[config.mk]
export PLATFORM = sky130hd
export DESIGN_NAME = gpio_apb_master
export DESIGN_NICKNAME = d
export VERILOG_FILES = /design/src/rtl/gpio_apb_master.sv
export SDC_FILE = /design/constraint.sdc
export NUM_CORES = 1
export LEC_CHECK = 0
export ABC_AREA = 1
export CORE_AREA = 2 2 57 59
export CTS_BUF_LIST = sky130_fd_sc_hd__clkbuf_8 sky130_fd_sc_hd__clkbuf_16
export DETAILED_ROUTE_END_ITERATION = 6
export DIE_AREA = 0 0 59 61
export PLACE_DENSITY = 0.9
export SLEW_MARGIN = 20
export SYNTH_ARGS = -nofsm -noshare
export SYNTH_HDL_FRONTEND = slang
export SYNTH_SLANG_ARGS = --single-unit
[constraint.sdc]
create_clock -name PCLK -period 2 [get_ports PCLK]
set_input_delay 0.5 -clock PCLK [delete_from_list [all_inputs] [get_ports PCLK]]
set_output_delay 0.5 -clock PCLK [all_outputs]
set_load 0.02 [all_outputs]
[src/rtl/gpio_apb_master.sv]
// gpio_apb_master
//   Two-client APB requester for the 8-pin GPIO slave. Arbitrates between
//   two request ports, runs one APB SETUP/ACCESS transfer at a time and
//   returns the completion (and read data) to the client that won.
//
//   Optional build macro: GPIO_ARB_RR_EN
//     defined   -> round-robin arbitration using a 1-bit last-winner pointer
//     undefined -> fixed priority, client 0 wins contention
//
// Ports
//   PCLK, PRESETn                 clock, async active-low reset
//   req_valid/write/addr/wdata    per-client request (client n in slice n)
//   req_grant                     1-cycle pulse, client n's request latched
//   rsp_valid                     1-cycle pulse, client n's transfer done
//   rsp_rdata                     data of the last completed read
//   busy                          FSM not in IDLE
//   PSEL/PENABLE/PWRITE/PADDR/PWDATA/PRDATA/PREADY  APB requester side
module gpio_apb_master #(
  parameter int ADDR_W = 3,
  parameter int DATA_W = 8
) (
  input  logic                PCLK,
  input  logic                PRESETn,
  input  logic [1:0]          req_valid,
  input  logic [1:0]          req_write,
  input  logic [2*ADDR_W-1:0] req_addr,
  input  logic [2*DATA_W-1:0] req_wdata,
  output logic [1:0]          req_grant,
  output logic [1:0]          rsp_valid,
  output logic [DATA_W-1:0]   rsp_rdata,
  output logic                busy,
  output logic                PSEL,
  output logic                PENABLE,
  output logic                PWRITE,
  output logic [ADDR_W-1:0]   PADDR,
  output logic [DATA_W-1:0]   PWDATA,
  input  logic [DATA_W-1:0]   PRDATA,
  input  logic                PREADY
);

  typedef enum logic [1:0] {IDLE, SETUP, ACCESS} state_e;

  state_e              state_q, state_d;
  logic                pwrite_q, pwrite_d;
  logic [ADDR_W-1:0]   paddr_q, paddr_d;
  logic [DATA_W-1:0]   pwdata_q, pwdata_d;
  logic [1:0]          grant_q, grant_d;
  logic [1:0]          rsp_q, rsp_d;
  logic [DATA_W-1:0]   rdata_q, rdata_d;
  logic                owner_q, owner_d;   // client that owns the current transfer
  logic                win;                // arbitration result this cycle
`ifdef GPIO_ARB_RR_EN
  logic                last_q, last_d;     // last granted client
`endif

  // Arbitration: a lone requester always wins; contention is resolved by
  // fixed priority or by handing the bus to the client that did not win last.
  always_comb begin
    win = req_valid[0] ? 1'b0 : 1'b1;
`ifdef GPIO_ARB_RR_EN
    if (req_valid == 2'b11) win = ~last_q;
`endif
  end

  always_comb begin
    state_d  = state_q;
    pwrite_d = pwrite_q;
    paddr_d  = paddr_q;
    pwdata_d = pwdata_q;
    grant_d  = 2'b00;
    rsp_d    = 2'b00;
    rdata_d  = rdata_q;
    owner_d  = owner_q;
`ifdef GPIO_ARB_RR_EN
    last_d   = last_q;
`endif
    case (state_q)
      IDLE: begin
        if (|req_valid) begin
          pwrite_d = win ? req_write[1] : req_write[0];
          paddr_d  = win ? req_addr[2*ADDR_W-1:ADDR_W] : req_addr[ADDR_W-1:0];
          pwdata_d = win ? req_wdata[2*DATA_W-1:DATA_W] : req_wdata[DATA_W-1:0];
          grant_d  = win ? 2'b10 : 2'b01;
          owner_d  = win;
`ifdef GPIO_ARB_RR_EN
          last_d   = win;
`endif
          state_d  = SETUP;
        end
      end
      SETUP: state_d = ACCESS;
      ACCESS: begin
        if (PREADY) begin
          if (!pwrite_q) rdata_d = PRDATA;
          rsp_d   = owner_q ? 2'b10 : 2'b01;
          state_d = IDLE;
        end
      end
      default: state_d = IDLE;
    endcase
  end

  always_ff @(posedge PCLK or negedge PRESETn) begin
    if (!PRESETn) begin
      state_q  <= IDLE;
      pwrite_q <= 1'b0;
      paddr_q  <= '0;
      pwdata_q <= '0;
      grant_q  <= 2'b00;
      rsp_q    <= 2'b00;
      rdata_q  <= '0;
      owner_q  <= 1'b0;
`ifdef GPIO_ARB_RR_EN
      last_q   <= 1'b1;
`endif
    end else begin
      state_q  <= state_d;
      pwrite_q <= pwrite_d;
      paddr_q  <= paddr_d;
      pwdata_q <= pwdata_d;
      grant_q  <= grant_d;
      rsp_q    <= rsp_d;
      rdata_q  <= rdata_d;
      owner_q  <= owner_d;
`ifdef GPIO_ARB_RR_EN
      last_q   <= last_d;
`endif
    end
  end

  assign PSEL      = (state_q != IDLE);
  assign PENABLE   = (state_q == ACCESS);
  assign busy      = (state_q != IDLE);
  assign PWRITE    = pwrite_q;
  assign PADDR     = paddr_q;
  assign PWDATA    = pwdata_q;
  assign req_grant = grant_q;
  assign rsp_valid = rsp_q;
  assign rsp_rdata = rdata_q;

endmodule
## Word-level counts from Yosys, hierarchy flattened

Cells that the tools add are included.

| word-level totals | value |
|---|---|
| bits in registers | 27 |
| input bits | 37 |

| operators by class | value |
|---|---|
| equal/unequal tests | 4 |
| mux-type cells | 13 |
| bitwise operators | 1 |
| reduce and logical (&&, ||, !) cells | 6 |

Operator list:

| cell | number |
|---|---|
| two-way mux 2 bit | 8 |
| two-way mux 8 bit | 1 |
| one-hot mux 2 bit (3 select lines) | 1 |
| AND reduction 2 bit | 2 |
| two-way mux 3 bit | 1 |
| AND reduction 3 bit | 1 |
| == test 2 x 1 -> 1 bit (second input constant) | 1 |
| == test 2 bit (second input constant) | 1 |
| logical NOT 2 bit | 1 |
| two-way mux 1 bit | 2 |
| != test 2 x 1 -> 1 bit (second input constant) | 1 |
| != test 2 bit (second input constant) | 1 |
| nonzero test 2 bit | 1 |
| OR reduction 2 bit | 1 |
| inverter 1 bit | 1 |

## Logic depth before layout (Yosys ltp)

| depth | value |
|---|---|
| word-level depth | 3 |
| gate-level depth with buffers | 6 |
| gate-level depth less buffers | 5 |

## Worst setup path before layout

Ideal clock, no wire load.

| path | value |
|---|---|
| path type | register to output |
| start point | register state_q[0] |
| end point | output busy |
| arrival time | 798 ps |
| slack | 702 ps |
| cell stages (with the launch flop) | 4 |
| path buffers | 1 |
| cells stage by stage | dfrtp_1 inv_1 nand2_2 buf_4 |

| between the ends | value |
|---|---|
| longest elaborated chain between the ends | 1 |

Ends and longest elaborated chain:

| item | RTL line | RTL |
|---|---|---|
| start: declaration | 43 | `state_e state_q, state_d;` |
| start signal: assignment | 117 | `state_q <= state_d;` |
| nonzero test 2 bit | n/a |  |
| end: declaration | 31 | `output logic busy,` |

No other way between the ends.

## Final worst setup path

| path | value |
|---|---|
| start point | register state_q[1] |
| end point | output PENABLE |

| between the ends | value |
|---|---|
| longest elaborated chain between the ends | 1 |

Ends and longest elaborated chain:

| item | RTL line | RTL |
|---|---|---|
| == test 2 bit | 132 | `assign PENABLE = (state_q == ACCESS);` |
| end: declaration | 33 | `output logic PENABLE,` |

No other way between the ends.

==> results.yml <==
status:
  outcome: "complete, no violations"
sta:
  hold_viol_final: 0
  max_slew.worst_pin.slew_ns: 0.424
  fmax_mhz: 522
  finalSetupViolCount: 0
  worst_slack_ns: 0.0845
  fin_crit_sh_pct: 95.8
  slew_violations: 0
  tns_ns: 0
  slew_headroom_pct: 71.7
  fin_skew_ns: 0.00311
  period_needed_ns: 1.92
  grt_setup_unrepaired: "false"
synth:
  synth_edf_count: 0
  synth_area_leaders: "dfrtp_1 (55%), nand2_1 (29%), nand3_1 (3.7%), buf_6 (2.8%), nor2_4 (1.8%)"
  synth.distinct_cells: 15
  ys.flop_type: "dfrtp_1"
  ys.warnings.count: 0
  ys_seq_area_share_pct: 55.3
  syn_nets: 191
  ys_ff_latch: 27
  syn_area_per_cell_um2: 7.94
  syn_inst: 154
  yosysTopAreaCell: "dfrtp_1"
  synth_top_area_share_pct: 55.3
  async_flop_share_pct: 100
  netlist_area_um2: 1220
  synth.most_common_cell: "nand2_1"
  synthTopCellsByCount: "nand2_1 (94), dfrtp_1 (27), nand3_1 (9), inv_2 (4), nor2_1 (4)"
drt:
  dr.pass1.iters: 4
  drtIter0Drc: 67
  ant_nets: 0
  vias: 1156
  routed_via_density: 4.59
  drt-wirelength-per-cell_um: 10.7
  drc: 0
  totalWireLength_um: 2710
floorplan:
  die_x_um: 59
  rows: 20
  dieArea_um2: 3600
  core_area_um2: 2950
  die_y_um: 61
  io_pins: 64
  start_util_pct: 41.4
global_routing:
  overflow: 0
  grt_pass1_vias: 1105
  grt_max_degree: 28
  grt_pass1_wl_um: 4720
  track_usage_pct: 17.3
  grt_antenna_before_repair: 0
hold_path:
  min-delay-start: "rsp_rdata[1]"
  holdPathStages: 2
  hp-class: "flop to flop"
  hold-path-endpoint: "rsp_rdata[1]"
clock_network:
  path_clk_slew_ns: 0.09
  cts-htree-levels: 1
  cts_made_buffers: 3
  cts_tree: "done"
  clock-sinks: 27
  cts_root_buf: "clkbuf_8"
  clock_latency_ns: 0.26
  postCtsSetupBuffers: 0
  clockBufferDepth: 2
pwr:
  irDropWorstVdd_uv: 551
  p_per_area_nw_per_um2: 1360
  leakage_nw: 0.987
worst_setup_path:
  rr_worst_depth: 4
  cp-end-kind: "primary output"
  rrSetupSlack_ns: 0.71
  cp-start-kind: "flop"
  r2r-start: "state_q[0]"
  arrival_ns: 1.42
  reg2reg_to: "owner_q"
  crit_fanout: 3
  worstSetupPathType: "flop to primary output"
  critPathRequiredTime_ns: 1.50
placement:
  dp_hpwl_um: 2110
  port_buffers: 63
  gp_congestion: 0.749
  pre_cts_slack_ns: 0.227
finish:
  area_delta_synth_final_pct: 56.7
  diodes: 0
  drive_above_1_share_pct: 7.31
  nNetsFinal: 257
  final_core_util_pct: 64.9
run:
  maxCapViolCount: 0
## per-layer routing
layer,vias up,wire (µm),GRT usage [%]
li1,594,-,-
met1,508,1160,21.5
met2,54,1310,30.5
met3,0,239,4.48
met4,0,0,3.90
met5,-,0,0
## placed cells by master (no fill, tap or decap), types with 2 or more instances in the layout
| cell type | netlist | final |
|---|---|---|
| buf_4 | 1 | 4 |
| clkbuf_8 | 0 | 3 |
| clkdlybuf4s50_1 | 0 | 61 |
| dfrtp_1 | 27 | 27 |
| dlygate4sd2_1 | 0 | 2 |
| inv_1 | 3 | 4 |
| inv_2 | 4 | 4 |
| nand2_1 | 94 | 94 |
| nand3_1 | 9 | 9 |
| nor2_1 | 4 | 4 |
| nor2_4 | 2 | 2 |
## flip-flops by register name, summed over array words and instances, names as in the netlist
signal	flops
PADDR	3
PWDATA	8
PWRITE	1
owner_q	1
req_grant	2
rsp_rdata	8
rsp_valid	2
state_q	2
## area by class of cell
cell class | count | area (µm²)
fill | 265 | 1040
sequential | 27 | 676
timing repair buffer | 67 | 658
multi-input combinational | 114 | 469
clock buffer | 3 | 41.3
tap | 33 | 41.3
inverter | 7 | 26.3
clock inverter | 1 | 3.75
## cells by family (layout without fill, tap and decap cells)
family,Yosys count,after routing,synth area share [%]
AND/OR/NAND/NOR,113,113,38.0
AO/OA/AOI/OAI,1,1,0.409
flip-flops,27,27,55.3
buffers and inverters,13,78,6.35
## power breakdown
part	switching, mW	total, mW	internal, mW
registers	0.142	0.923	0.781
clock network	0.159	0.296	0.137
logic	0.768	1.38	0.616
total	1.07	2.60	1.53
## through the flow
step                      total power [mW]  cell area, µm²  hold slack, ns  cells
final                                 2.60            1920           0.476    252
after global routing                  2.81            1920           0.501    252
after CTS                             2.63            1920           0.479    252
after detailed placement              2.35            1870           0.459    248
after global placement                2.31            1870           0.453    248
after floorplan                       1.73            1220           0.204    154
## repair_timing
item                                   in CTS  in global routing
endpoints found under the hold margin       0                  0
hold buffers                                0                  0
setup endpoints to repair                   2                  0
resized for setup                           2                  0
## worst max-delay path, stage by stage, from the launching register on
cell	delay, ns
dfrtp_1	0.40
inv_2	0.07
nor2_4	0.08
clkdlybuf4s50_1	0.60
## worst max-delay path by stage
stage	startpoint	end	slack [ns]	cells after the start
floorplan	state_q[0]	busy	0.70	3
global placement	PREADY	rsp_rdata[0]	0.26	6
detailed placement	PREADY	rsp_rdata[6]	0.23	6
CTS	state_q[1]	PENABLE	0.07	3
global route	state_q[1]	PENABLE	0.01	3
finish	state_q[1]	PENABLE	0.08	3
Power figures use the tool's default switching activity.
